File: src/rtl/if_id_pipe_buffer_if.sv
// Fetch-to-decode handshake bundle. The buffer takes the slave side; the
// fetch/decode environment drives the master side.
interface if_id_pipe_buffer_if #(
    parameter int XLEN = 32
);
    logic            in_valid;
    logic            in_ready;
    logic [XLEN-1:0] in_pc;
    logic [XLEN-1:0] in_pc_4;
    logic [XLEN-1:0] in_instr;
    logic            out_valid;
    logic            out_ready;
    logic [XLEN-1:0] out_pc;
    logic [XLEN-1:0] out_pc_4;
    logic [XLEN-1:0] out_instr;

    modport master (
        output in_valid, in_pc, in_pc_4, in_instr, out_ready,
        input  in_ready, out_valid, out_pc, out_pc_4, out_instr
    );

    modport slave (
        input  in_valid, in_pc, in_pc_4, in_instr, out_ready,
        output in_ready, out_valid, out_pc, out_pc_4, out_instr
    );
endinterface

File: src/rtl/if_id_pipe_buffer.sv
// IF/ID stage as a DEPTH-entry in-order FIFO with valid/ready on both sides,
// redirect flush, NOP bubble when empty, and a saturating decode-stall counter.
module if_id_pipe_buffer #(
    parameter int              XLEN  = 32,
    parameter int              DEPTH = 2,
    parameter logic [XLEN-1:0] NOP   = 32'h00000013,
    parameter int              CNT_W = 16,
    localparam int             PW    = $clog2(DEPTH),
    localparam int             CW    = $clog2(DEPTH + 1)
) (
    input  logic                 clk,
    input  logic                 reset,
    input  logic                 flush,
    if_id_pipe_buffer_if.slave   bus,
    output logic [CW-1:0]        count,
    output logic [CNT_W-1:0]     stall_cnt
);
    localparam logic [CW-1:0] FULL = CW'(DEPTH);

    logic [XLEN-1:0] pc_mem    [DEPTH];
    logic [XLEN-1:0] pc_4_mem  [DEPTH];
    logic [XLEN-1:0] instr_mem [DEPTH];
    logic [PW-1:0]   wptr, rptr;
    logic            push, pop;

    // Handshake status comes only from the registered count: no in-to-out path.
    assign bus.in_ready  = (count != FULL);
    assign bus.out_valid = (count != '0);
    assign push = bus.in_valid && bus.in_ready && !flush;
    assign pop  = bus.out_valid && bus.out_ready && !flush;

    always_ff @(posedge clk or posedge reset) begin
        if (reset) begin
            wptr  <= '0;
            rptr  <= '0;
            count <= '0;
        end else if (flush) begin
            wptr  <= '0;
            rptr  <= '0;
            count <= '0;
        end else begin
            if (push) wptr <= wptr + 1'b1;
            if (pop)  rptr <= rptr + 1'b1;
            if (push && !pop)      count <= count + 1'b1;
            else if (pop && !push) count <= count - 1'b1;
        end
    end

    // Storage needs no reset; entries are only read while count says they are live.
    always_ff @(posedge clk) begin
        if (push) begin
            pc_mem[wptr]    <= bus.in_pc;
            pc_4_mem[wptr]  <= bus.in_pc_4;
            instr_mem[wptr] <= bus.in_instr;
        end
    end

    always_ff @(posedge clk or posedge reset) begin
        if (reset)
            stall_cnt <= '0;
        else if (bus.out_valid && !bus.out_ready && !flush && stall_cnt != '1)
            stall_cnt <= stall_cnt + 1'b1;
    end

    always_comb begin
        bus.out_pc    = '0;
        bus.out_pc_4  = '0;
        bus.out_instr = NOP;
        if (bus.out_valid) begin
            bus.out_pc    = pc_mem[rptr];
            bus.out_pc_4  = pc_4_mem[rptr];
            bus.out_instr = instr_mem[rptr];
        end
    end
endmodule

File: src/flat_wrapper.sv
// flat-port wrapper written by rule: the top's interface ports become plain ports
module if_id_pipe_buffer_flat 
#(
    parameter int              XLEN  = 32,
    parameter int              DEPTH = 2,
    parameter logic [XLEN-1:0] NOP   = 32'h00000013,
    parameter int              CNT_W = 16,
    localparam int             PW    = $clog2(DEPTH),
    localparam int             CW    = $clog2(DEPTH + 1)
)
  (clk, reset, flush, count, stall_cnt, bus_in_valid, bus_in_pc, bus_in_pc_4, bus_in_instr, bus_out_ready, bus_in_ready, bus_out_valid, bus_out_pc, bus_out_pc_4, bus_out_instr);
  if_id_pipe_buffer_if #(.XLEN(XLEN)) bus_i ();
  input  logic clk;
  input  logic reset;
  input  logic flush;
  output logic [CW-1:0] count;
  output logic [CNT_W-1:0] stall_cnt;
  input wire logic [$bits(bus_i.in_valid)-1:0] bus_in_valid;
  input wire logic [$bits(bus_i.in_pc)-1:0] bus_in_pc;
  input wire logic [$bits(bus_i.in_pc_4)-1:0] bus_in_pc_4;
  input wire logic [$bits(bus_i.in_instr)-1:0] bus_in_instr;
  input wire logic [$bits(bus_i.out_ready)-1:0] bus_out_ready;
  output wire logic [$bits(bus_i.in_ready)-1:0] bus_in_ready;
  output wire logic [$bits(bus_i.out_valid)-1:0] bus_out_valid;
  output wire logic [$bits(bus_i.out_pc)-1:0] bus_out_pc;
  output wire logic [$bits(bus_i.out_pc_4)-1:0] bus_out_pc_4;
  output wire logic [$bits(bus_i.out_instr)-1:0] bus_out_instr;
  assign bus_i.in_valid = bus_in_valid;
  assign bus_i.in_pc = bus_in_pc;
  assign bus_i.in_pc_4 = bus_in_pc_4;
  assign bus_i.in_instr = bus_in_instr;
  assign bus_i.out_ready = bus_out_ready;
  assign bus_in_ready = bus_i.in_ready;
  assign bus_out_valid = bus_i.out_valid;
  assign bus_out_pc = bus_i.out_pc;
  assign bus_out_pc_4 = bus_i.out_pc_4;
  assign bus_out_instr = bus_i.out_instr;
  if_id_pipe_buffer #(.XLEN(XLEN), .DEPTH(DEPTH), .NOP(NOP), .CNT_W(CNT_W)) u_core (.clk(clk), .reset(reset), .flush(flush), .bus(bus_i), .count(count), .stall_cnt(stall_cnt));
endmodule
File: config.mk
export PLATFORM = sky130hd
export DESIGN_NAME = if_id_pipe_buffer_flat
export DESIGN_NICKNAME = d
export VERILOG_FILES = /design/src/rtl/if_id_pipe_buffer_if.sv /design/src/rtl/if_id_pipe_buffer.sv /design/src/flat_wrapper.sv
export SDC_FILE = /design/constraint.sdc
export NUM_CORES = 1
export LEC_CHECK = 0
export CORE_ASPECT_RATIO = 0.75
export CORE_MARGIN = 2
export CORE_UTILIZATION = 48
export DETAILED_ROUTE_END_ITERATION = 12
export PLACE_DENSITY = 0.79
export SYNTH_ARGS = -nofsm -noshare
export SYNTH_HDL_FRONTEND = slang
export SYNTH_SLANG_ARGS = --single-unit
File: constraint.sdc
create_clock -name clk -period 11.5 [get_ports clk]
set_input_delay 2.875 -clock clk [delete_from_list [all_inputs] [get_ports clk]]
set_output_delay 2.875 -clock clk [all_outputs]
set_load 0.1 [all_outputs]
# Yosys cells after proc, flatten, opt, wreduce, memory -nomap -nowiden
# Memories as Yosys holds them, arrays and structs flattened.
# Cells that the tools add are included.
# Widths: inputs -> output; s select.
word_totals:
  regBits: 20
  ramBits: 192
  inputBits: 101
  output_inout_bits: 116
  elab_cells: 43
  memories: 3
mem_list:
  columns: ["name", "words", "word_bits", "read_ports", "rd_clocked_by_memory_dff", "wr", "line", "rtl"]
  rows:
  - ["u_core.instr_mem", 2, 32, 1, 0, 1, "if_id_pipe_buffer.sv:22", "logic [XLEN-1:0] instr_mem [DEPTH];"]
  - ["u_core.pc_4_mem", 2, 32, 1, 0, 1, "if_id_pipe_buffer.sv:21", "logic [XLEN-1:0] pc_4_mem [DEPTH];"]
  - ["u_core.pc_mem", 2, 32, 1, 0, 1, "if_id_pipe_buffer.sv:20", "logic [XLEN-1:0] pc_mem [DEPTH];"]
classes:
  addsub: 5
  eq_ne: 2
  n_mux: 12
  reduce_logical: 17
ops:
  columns: ["cell", "count"]
  rows:
  - ["$mux 32", 3]
  - ["$add 16x1->16 const B", 1]
  - ["$ne 16x16->1 const B", 1]
  - ["$logic_and 1x1->1", 9]
  - ["$mux 1", 6]
  - ["$mux 2", 3]
  - ["$reduce_bool 2->1", 3]
  - ["$logic_not 1->1", 4]
  - ["$reduce_bool 3->1", 1]
  - ["$add 1x1->1 const B", 2]
  - ["$add 2x1->2 const B", 1]
  - ["$ne 2x2->1 const B", 1]
  - ["$sub 2x1->2 const B", 1]

# Depth between registers and ports, before layout
# Gate-level depths: netlist (run 1).
logic_depth:
  word_depth: 8
  ltp_mapped: 5
  mapped_depth_nobuf: 5

# Least setup slack after synthesis (run 1)
# OpenSTA, ideal clock, no wires.
synth_path:
  path_type: "input-to-reg"
  startpoint: "in flush"
  endpoint: "mem u_core.instr_mem[1][0], enable pin"
  setup_time_ns: 0.688
  arrival_time_ns: 10.011
  required_time_ns: 10.812
  setup_slack_ns: 0.800
  path_stages: 2
  n_path_buf: 1
  cell_sequence: "buf_2 -> nor3b_1"
synth_between:
  elab_chain_len: 4
synth_lines:
  columns: ["item", "line", "rtl"]
  rows:
  - ["start, declared", "flat_wrapper.sv:15", "input logic flush;"]
  - ["$logic_not 1->1", "if_id_pipe_buffer.sv:29", "assign push = bus.in_valid && bus.in_ready && !flush;"]
  - ["$logic_and 1x1->1", "if_id_pipe_buffer.sv:29", null]
  - ["$mux 1", "if_id_pipe_buffer.sv:51", "if (push) begin"]
  - ["$mux 1 (implied by the code)", "if_id_pipe_buffer.sv:54", "instr_mem[wptr] <= bus.in_instr;"]
  - ["end, declared", "if_id_pipe_buffer.sv:22", null]
# Every way passes these cells.

# Worst setup path after layout (run 1)
layout_path:
  startpoint: "reg u_core.rptr"
  endpoint: "out bus_out_instr[9]"
layout_between:
  elab_chain_len: 2
layout_lines:
  columns: ["item", "line", "rtl"]
  rows:
  - ["start, declared", "if_id_pipe_buffer.sv:23", "logic [PW-1:0] wptr, rptr;"]
  - ["start signal, assigned", "if_id_pipe_buffer.sv:43", "if (pop) rptr <= rptr + 1'b1;"]
  - ["$mem_v2 2x32", null, null]
  - ["$mux 32", "if_id_pipe_buffer.sv:69", "if (bus.out_valid) begin"]
  - ["end, declared", "flat_wrapper.sv:27", "output wire logic [$bits(bus_i.out_instr)-1:0] bus_out_instr;"]
# Every way passes these cells.

==> results of run 1 <==
[Yosys cell counts, types with 2 or more instances]
library cell / n / share of area, %
a31oi_1: 2 / 0.15
nand4_1: 2 / 0.15
xnor2_1: 9 / 0.96
edfxtp_1: 192 / 70
xor2_1: 6 / 0.64
and3_1: 2 / 0.15
nand2_1: 12 / 0.55
nand3_1: 7 / 0.43
nand2b_1: 2 / 0.15
clkbuf_1: 11 / 0.50
buf_2: 11 / 0.67
inv_1: 3 / 0.14
dfrtp_1: 20 / 6.1
nor3b_1: 2 / 0.18
mux2i_1: 96 / 12
nor2_1: 101 / 4.6
a21oi_1: 2 / 0.12
nor3_1: 3 / 0.18
a41oi_1: 2 / 0.21
[power by group through the flow]
stage	Sequential, W	Combinational, W	Clock [W]
final	0.000907	0.000472	0.000658
after global routing	0.000912	0.000491	0.000703
after CTS	0.000908	0.000475	0.000673
after detailed placement	0.000924	0.000474	0
after global placement	0.000920	0.000469	0
after floorplan	0.000969	0.000299	0
[registers in the layout (all words and copies together) (netlist names)]
name              flops
u_core.wptr           1
u_core.stall_cnt     16
u_core.pc_mem        64
u_core.count          2
u_core.instr_mem     64
u_core.pc_4_mem      64
u_core.rptr           1
[through the flow]
stage	instances	instance area, µm²	setup WS, ns	hold slack, ns	power (W)
after floorplan	499	8204	0.8004	0.5195	0.001269
after global placement	914	10600	5.292	0.4778	0.001390
after detailed placement	914	10600	5.284	0.4994	0.001397
after CTS	949	11260	4.765	0.5116	0.002056
after global routing	949	11260	4.586	0.5181	0.002105
final	949	11260	4.786	0.5051	0.002037
[worst paths after layout]
path                            cells after the start                   end  slack, ns            startpoint
worst min-delay path                                1  u_core.stall_cnt[13]       0.51  u_core.stall_cnt[13]
max in group asynchronous                           2           u_core.rptr       8.08                 reset
worst min register to register                      1  u_core.stall_cnt[13]       0.51  u_core.stall_cnt[13]
worst max register to register                      6   u_core.stall_cnt[9]       8.80       u_core.count[0]
min in group asynchronous                           2  u_core.stall_cnt[13]       2.85                 reset
worst max-delay path                                4      bus_out_instr[9]       4.79           u_core.rptr
[metal layers]
| metal | vias up | track usage, % |
|---|---|---|
| li1 | 2293 | - |
| met3 | 21 | 5.560 |
| met2 | 188 | 30.07 |
| met5 | - | 0 |
| met1 | 2354 | 23.94 |
| met4 | 0 | 3.889 |
[layout make-up]
class / instances / share of cell area (%)
clock inverter: 11 / 1.067
multi-input combinational: 262 / 16.39
clock buffer: 24 / 4.767
inverter: 3 / 0.1000
tap: 215 / 2.389
timing repair buffer: 222 / 19.60
sequential: 212 / 55.68
[worst register-to-register path, cell delays in order, from the launching register on]
cell and delay [ns]:
dfrtp_1 0.47, nor2_4 0.82, buf_4 0.64, nor3_2 0.21
o31ai_4 0.14, nor3_1 0.13, xor2_1 0.16
[kinds of logic (layout without fill, tap and decap cells)]
kind of cell	after synthesis	count (layout)
AO/OA/AOI/OAI	11	11
buffers and inverters	25	260
adder cells (fa/ha/maj)	1	1
XOR/XNOR	15	15
AND/OR/NAND/NOR	139	139
flip-flops	212	212
multiplexers	96	96
==> reports/summary.md, run 1 <==
The flow ran to the end, and the final reports show no timing, DRC or antenna violations. For the final routed database, the setup TNS stands at 0 ns. In this run the vertical extent of the chip is 117.2 µm.

The final layout contains routed wiring with a total length of 16740 µm. Once detail routing completed, the nets flagged for antenna violations numbered 0. Setup violations remaining at the end of the flow were counted as 0.

Grouping stages by cell kind, the critical path spends the most delay in buffers and inverters. The initial antenna violation count is 0. The path category of the worst min-delay check is flop to flop. The number of detailed-route iterations in the first pass was 5; the amount of wire on met3 after detailed routing was 1468 µm.

Of the total power, the share spent switching nets is 31.10%. The analysis attributes to cell leakage a power of 3.814 nW. The post-synthesis compound-gate area fraction was 1.403%; the number of synthesized register bits was 212. The worst ir drop on vdd was 0.0001191 V. 0 antenna diodes ended up in the layout. The smallest clock period supported by the final layout is computed as 6.714 ns.

The run gives 1 as the number of levels in the clock H-tree. For the utilization of the core after routing, the log shows 67.12%. The largest single stage delay on the critical path is 1.17 ns. The final layout contains 824 nets.

The worst slew margin relative to its limit was 31.68%; the number of enable flip-flop cells after synthesis was 192. Counting flops with an async set or reset pin after synthesis yields a share of 9.434%. For this design, the CTS-stage hold fixing added 0 buffers. The total overflow left after global routing is 0. After synthesis, flip-flops and latches occupy 76.38% of the total area.

The count of fill cells added during filler insertion was 1143; the via count of the first global-routing pass was 4956. The first global-routing pass estimated 25650 µm of wire. The run gives 41 as the number of rows in the core area. Counting distinct cell types in the post-synthesis netlist gives 33. After synthesis, the share of cell area in mux cells is 11.71%. The total power density per cell area came out at 180.9 mW/mm².

Category of the worst setup path launch point: a flop. After Yosys synthesis, full adders, half adders and majority gates account for 0.1525% of the synthesized area. Entering global routing, the biggest net connects 57 pins.

A synthesized cell averages 16.44 µm². Of the total synthesized cell area, the portion taken by XOR and XNOR cells is 1.601%. The slew at the pin closest to its max-slew limit is 1.022 ns, and the die outline width is 155.0 µm. In the synthesized netlist, the number of instances is 499. The number of buffers and inverters on the critical path is 2. The internal power component was 0.001404 W; the simple-gate share of the synthesized area was 7.442%. Summed over all nets, wire length on met2 after detailed routing comes to 8055 µm. TritonCTS built the clock tree. Setup repair after global routing left no endpoint under its margin. Die area: 0.01816 mm². Dividing the detail-routed wire length by the instance count gives 17.64 µm. The critical path data arrival time came out at 3.84 ns. The run gives 295 as the iteration-0 DRC count of the detailed router. The count of input and output buffers came out at 216. The critical path is of the flop to primary output type. At the end of routability-driven placement, the weighted congestion stood at 0.7481. Final count of hold timing violations: 0. Traced cell by cell, the critical path runs through buf_4, mux2i_1, nor2_1, clkdlybuf4s50_1. For the number of vias after detailed routing, the log shows 4856. Of the total power, registers draw 44.5%. Detailed placement ended at an HPWL of 11050 µm. The share of cells above drive strength 1 came out at 5.586%. The largest family of logic cells by synthesized area was multiplexers. After clock tree synthesis, the setup repair step added 0 buffers. After detailed routing, the number of vias per cell comes to 5.117. The layout overhead on the synthesized area is 37.24%. The run gives 212 as the CTS sink count.

For this design, the slowest cell found on the critical path is clkdlybuf4s50_1. The number of clock buffers inserted by TritonCTS came out at 21. Based on the critical path, the design can be clocked at up to 148.9 MHz. The register cell area after layout was 0.006270 mm²; the data required time of the critical path was 8.63 ns. The total number of yosys warnings came out at 0. Effective utilization at floorplan: 48.91%. The detailed router put a total of 6948 µm of wire on met1.

STA classifies the critical path endpoint as a primary output. For this run, the total global-route usage over all layers was measured as 18.11%. For the clock share of power, the log shows 32.3%. 217 I/O pins were placed. In the final layout, the multi-input gates occupy 0.001846 mm². The worst setup skew after layout came out at 0.01298 ns. The highest layer used for signal routing is met4. The root buffer selected by CTS is clkbuf_16. Summed over all nets, the switching power comes to 0.0006335 W. Leaving out fill and tap cells, the most frequent cells in the layout are 216 x clkdlybuf4s50_1, 192 x edfxtp_1, 101 x nor2_1.

In this run the deepest clock path goes through 3 buffers. Leaving out fill and tap cells, the most frequent cell in the layout is clkdlybuf4s50_1. Of the total power, combinational logic draws 23.2%. The clock latency reported for the late side of the worst-skew pair is 0.48 ns, and the total standard cell area after synthesis is 0.008204 mm². The logs give 601 for the net count after synthesis and 0 for the quantity of gates resized following cts. The floorplan step defined a core boundary enclosing 0.01677 mm².

After detailed routing, the number of remaining DRC violations is 0. After clock tree synthesis, the clock-pin slew on the worst setup and hold paths is 0.06 ns. The tool flagged a number of max-cap violations equal to 0. Along the worst path, the maximum fanout reaches 56.

The number of max-slew violations in the final report came out at 0. The post-route fraction of the period consumed by the critical path is 58.38%. The leading register cell type out of synthesis is edfxtp_1.
No activity file was read; power rests on OpenSTA's default activity.
==> run 2, diff against run 1 <==
--- a/config.mk
+++ b/config.mk
@@ -7,9 +7,9 @@
 export LEC_CHECK = 0
 export CORE_ASPECT_RATIO = 0.75
 export CORE_MARGIN = 2
-export CORE_UTILIZATION = 48
+export CORE_UTILIZATION = 44
 export DETAILED_ROUTE_END_ITERATION = 12
-export PLACE_DENSITY = 0.79
+export PLACE_DENSITY = 0.76
 export SYNTH_ARGS = -nofsm -noshare
 export SYNTH_HDL_FRONTEND = slang
 export SYNTH_SLANG_ARGS = --single-unit
==> constraint.sdc (replaced) <==
create_clock -name clk -period 5.5 [get_ports clk]
set_input_delay 1.375 -clock clk [delete_from_list [all_inputs] [get_ports clk]]
set_output_delay 1.375 -clock clk [all_outputs]
set_load 0.1 [all_outputs]
==> reports/summary.md, run 2 (synthesized netlist as in run 1, its figures left out) <==
The tools report the leakage dissipation as 3.865 nW (+1.3%). The global router's overall resource usage came out at 17.27% (-0.83 points). The share of cells above drive strength 1 was 6.883% (+1.3 points). The tree is rooted in a clkbuf_16. The total net switching power was 0.001371 W (+120%); the number of rows in the core area was 43 (+4.9%). The largest fanout of any net on the critical path was 41 (-27%); the slew at the pin closest to its max-slew limit was 1.033 ns (+0.01140 ns). The worst reg-to-reg path cell count was 4 (-2); the combinational fraction of design power was 22.8% (-0.4 points). The instance count along the most critical hold path was 1 (unchanged). Die height: 122.3 µm (+4.3%). TritonCTS built the clock tree.

The flow ran to the end, and the final reports show no timing, DRC or antenna violations. For hold timing, the worst endpoint is u_core.stall_cnt[13]. The aggregate negative setup slack came out at 0 ns (unchanged). Leaving out fill and tap cells, the most frequent cell in the layout is clkdlybuf4s50_1. The largest registers in the layout are u_core.instr_mem x64, u_core.pc_4_mem x64, u_core.pc_mem x64. The tightest min-delay check is of the flop to flop type. For the via count of the first global-routing pass, the log shows 5007 (+1.0%). The tools report the number of clock buffers inserted by TritonCTS as 22 (+4.8%). The logs give 0.01977 mm² (+8.8%) for the die area and 212 (unchanged) for the CTS sink count. The final cell count without fillers was 988 (+4.1%); the data required time of the critical path was 4.12 ns (-4.51 ns). For the routed wire length, the log shows 17440 µm (+4.2%).

STA classifies the critical path startpoint as a flop. The area growth from synthesis to layout is 38.97%. The clock share of power was 33.6% (+1.3 points); the die outline width was 161.7 µm (+4.3%). The run gives 4908 (+1.1%) as the number of vias after detailed routing. The DRC violation count after routing is 0 (unchanged). The clock-pin slew reported for the worst setup and hold paths after clock tree synthesis was 0.06 ns (about the same). The number of levels in the clock H-tree is 1 (unchanged), and the summed area of non-filler cells in the final layout is 0.01140 mm² (+1.3%).

For the initial antenna violation count, the log shows 0 (unchanged). The average vias per placed instance was 4.968 (-2.9%); the total setup violations reported at the end of the flow was 0 (unchanged). The top cell types in the final layout, fill and taps aside, are 216 x clkdlybuf4s50_1, 192 x edfxtp_1, 101 x nor2_1.

The detailed-route wire length per cell is 17.66 µm (+0.10%). The tools report the quantity of gates resized following cts as 0 (unchanged). The number of max-slew violations in the final report was 0 (unchanged). The critical path data arrival time is 3.31 ns (-0.53 ns).

The maximum operating frequency came out at 213.3 MHz. The worst slew margin relative to its limit is 30.91% (-0.76 points), and the utilization of the core after routing is 61.96% (-5.2 points). The startpoint identified for the worst register-to-register timing path is u_core.count[0]. The clock period could shrink to 4.687 ns. The tools report the worst ir drop on vdd as 0.0003604 V (+200%). The buffer count from post-CTS setup fixing came out at 0 (unchanged).

The area of the placeable core is 0.01840 mm² (+9.7%). The standard cell area after detailed placement was 0.01068 mm² (+0.75%). The number of buffers and inverters on the critical path came out at 2 (unchanged). The effective utilization at floorplan was 44.59% (-4.3 points); the clock latency reported for the late side of the worst-skew pair was 0.49 ns (about the same). The pin count of the biggest net entering global routing was 54 (-5.3%); the final count of hold timing violations was 0 (unchanged). The total power density per cell area was 381.8 mW/mm² (+110%); the number of antenna repair diodes was 0 (unchanged).

The number of nets still failing antenna checks after routing was 0 (unchanged). The logs give 1363 (+19%) for the count of fill cells added during filler insertion and 827 (+0.36%) for the number of nets in the finished design. Total instance count after detailed placement: 948 (+3.7%). Setup repair after global routing left no endpoint under its margin. For the share of total power in sequential cells, the log shows 43.6% (-0.9 points).

The remaining global-route overflow is 0 (unchanged), and the final hold slack is 0.5148 ns (+0.009711 ns). The hold buffer count at CTS came out at 0 (unchanged). The count of max-cap constraint violations is 0 (unchanged). The switching power as a share of total power is 31.49% (+0.39 points). By startpoint and endpoint, the worst setup path is classified as flop to primary output. The tools report the worst setup skew after layout as 0.01090 ns (-0.002075 ns).

The worst hold path startpoint is u_core.stall_cnt[13]. STA classifies the critical path endpoint as a primary output. The critical path's largest stage delay is 1.17 ns (about the same).

The number of detailed-route iterations in the first pass came out at 4 (-1). The tools report the number of buffers between clock root and the deepest sink as 3 (unchanged). The kind of cell adding the most delay to the critical path was buffers and inverters.

The first-pass GRT wire length was 26920 µm (+5.0%). Slack of the worst reg-to-reg path: 3.43 ns (-5.37 ns). The tools report the detailed placer's ending HPWL as 11480 µm (+3.9%). The slowest stage of the critical path belongs to the cell clkdlybuf4s50_1.

The count of input and output buffers is 216 (unchanged). Post-route fraction of the period consumed by the critical path: 85.23%. The run gives 217 (unchanged) as the boundary pin count. Walking the worst path, the cells encountered are buf_12, mux2i_1, nor2_1, clkdlybuf4s50_1. The endpoint of the worst-slack reg-to-reg timing path is u_core.pc_4_mem[1][22]. The logs give 0.002982 W (+110%) for the internal power component and 0.8114 (+8.5%) for the placer's final routability congestion estimate. The run gives 320 (+8.5%) as the iteration-0 DRC count of the detailed router.
[run 2: worst max-delay path by stage]
stage                    startpoint                endpoint  slack, ns  depth (start not counted)
floorplan           u_core.count[0]  u_core.instr_mem[1][0]       0.31                          3
detailed placement      u_core.rptr          bus_out_pc[14]       1.34                          4
global placement        u_core.rptr          bus_out_pc[14]       1.35                          4
CTS                     u_core.rptr         bus_out_pc_4[5]       0.79                          4
global route            u_core.rptr        bus_out_pc_4[23]       0.70                          4
finish                  u_core.rptr          bus_out_pc[14]       0.81                          4
[run 2: cell type report]
type,instances,area (µm²),share of cell area (%)
repair buffers,224,2235,19.60
clock buffers,30,611.8,5.367
well taps,247,309.0,2.711
clock inverters,10,106.4,0.9328
multi-input cells,262,1858,16.30
inverters,3,11.26,0.09877
flip-flops and latches,212,6270,54.99
[run 2: power groups by stage]
| stage | clock network, W | logic (W) | registers [W] |
|---|---|---|---|
| after floorplan | 0 | 0.000628 | 0.00202 |
| after global placement | 0 | 0.000987 | 0.00193 |
| after detailed placement | 0 | 0.000997 | 0.00193 |
| after CTS | 0.00149 | 0.00100 | 0.00190 |
| after global routing | 0.00157 | 0.00103 | 0.00190 |
| final | 0.00146 | 0.000994 | 0.00190 |
[run 2: metal layers]
metal  part of all wire (%)  vias to the layer above  track usage, %
met2                     46                      194           27.06
li1                       -                     2299               -
met1                     45                     2392           24.68
met3                    7.8                       23           4.529
met5                      0                        -               0
met4                    1.6                        0           3.650
[run 2: stage by stage]
stage,worst slack [ns],total power [W]
floorplan,0.3091,0.002644
global placement,1.348,0.002912
detailed placement,1.344,0.002928
CTS,0.7857,0.004392
global route,0.6998,0.004503
finish,0.8126,0.004353
==> run 3, diff against run 2 <==
--- a/config.mk
+++ b/config.mk
@@ -10,6 +10,7 @@
 export CORE_UTILIZATION = 44
 export DETAILED_ROUTE_END_ITERATION = 12
 export PLACE_DENSITY = 0.76
+export SLEW_MARGIN = 25
 export SYNTH_ARGS = -nofsm -noshare
 export SYNTH_HDL_FRONTEND = slang
 export SYNTH_SLANG_ARGS = --single-unit
==> results of run 3 <==
Same layout as run 2: the final DEF is identical, and so are final timing and power.
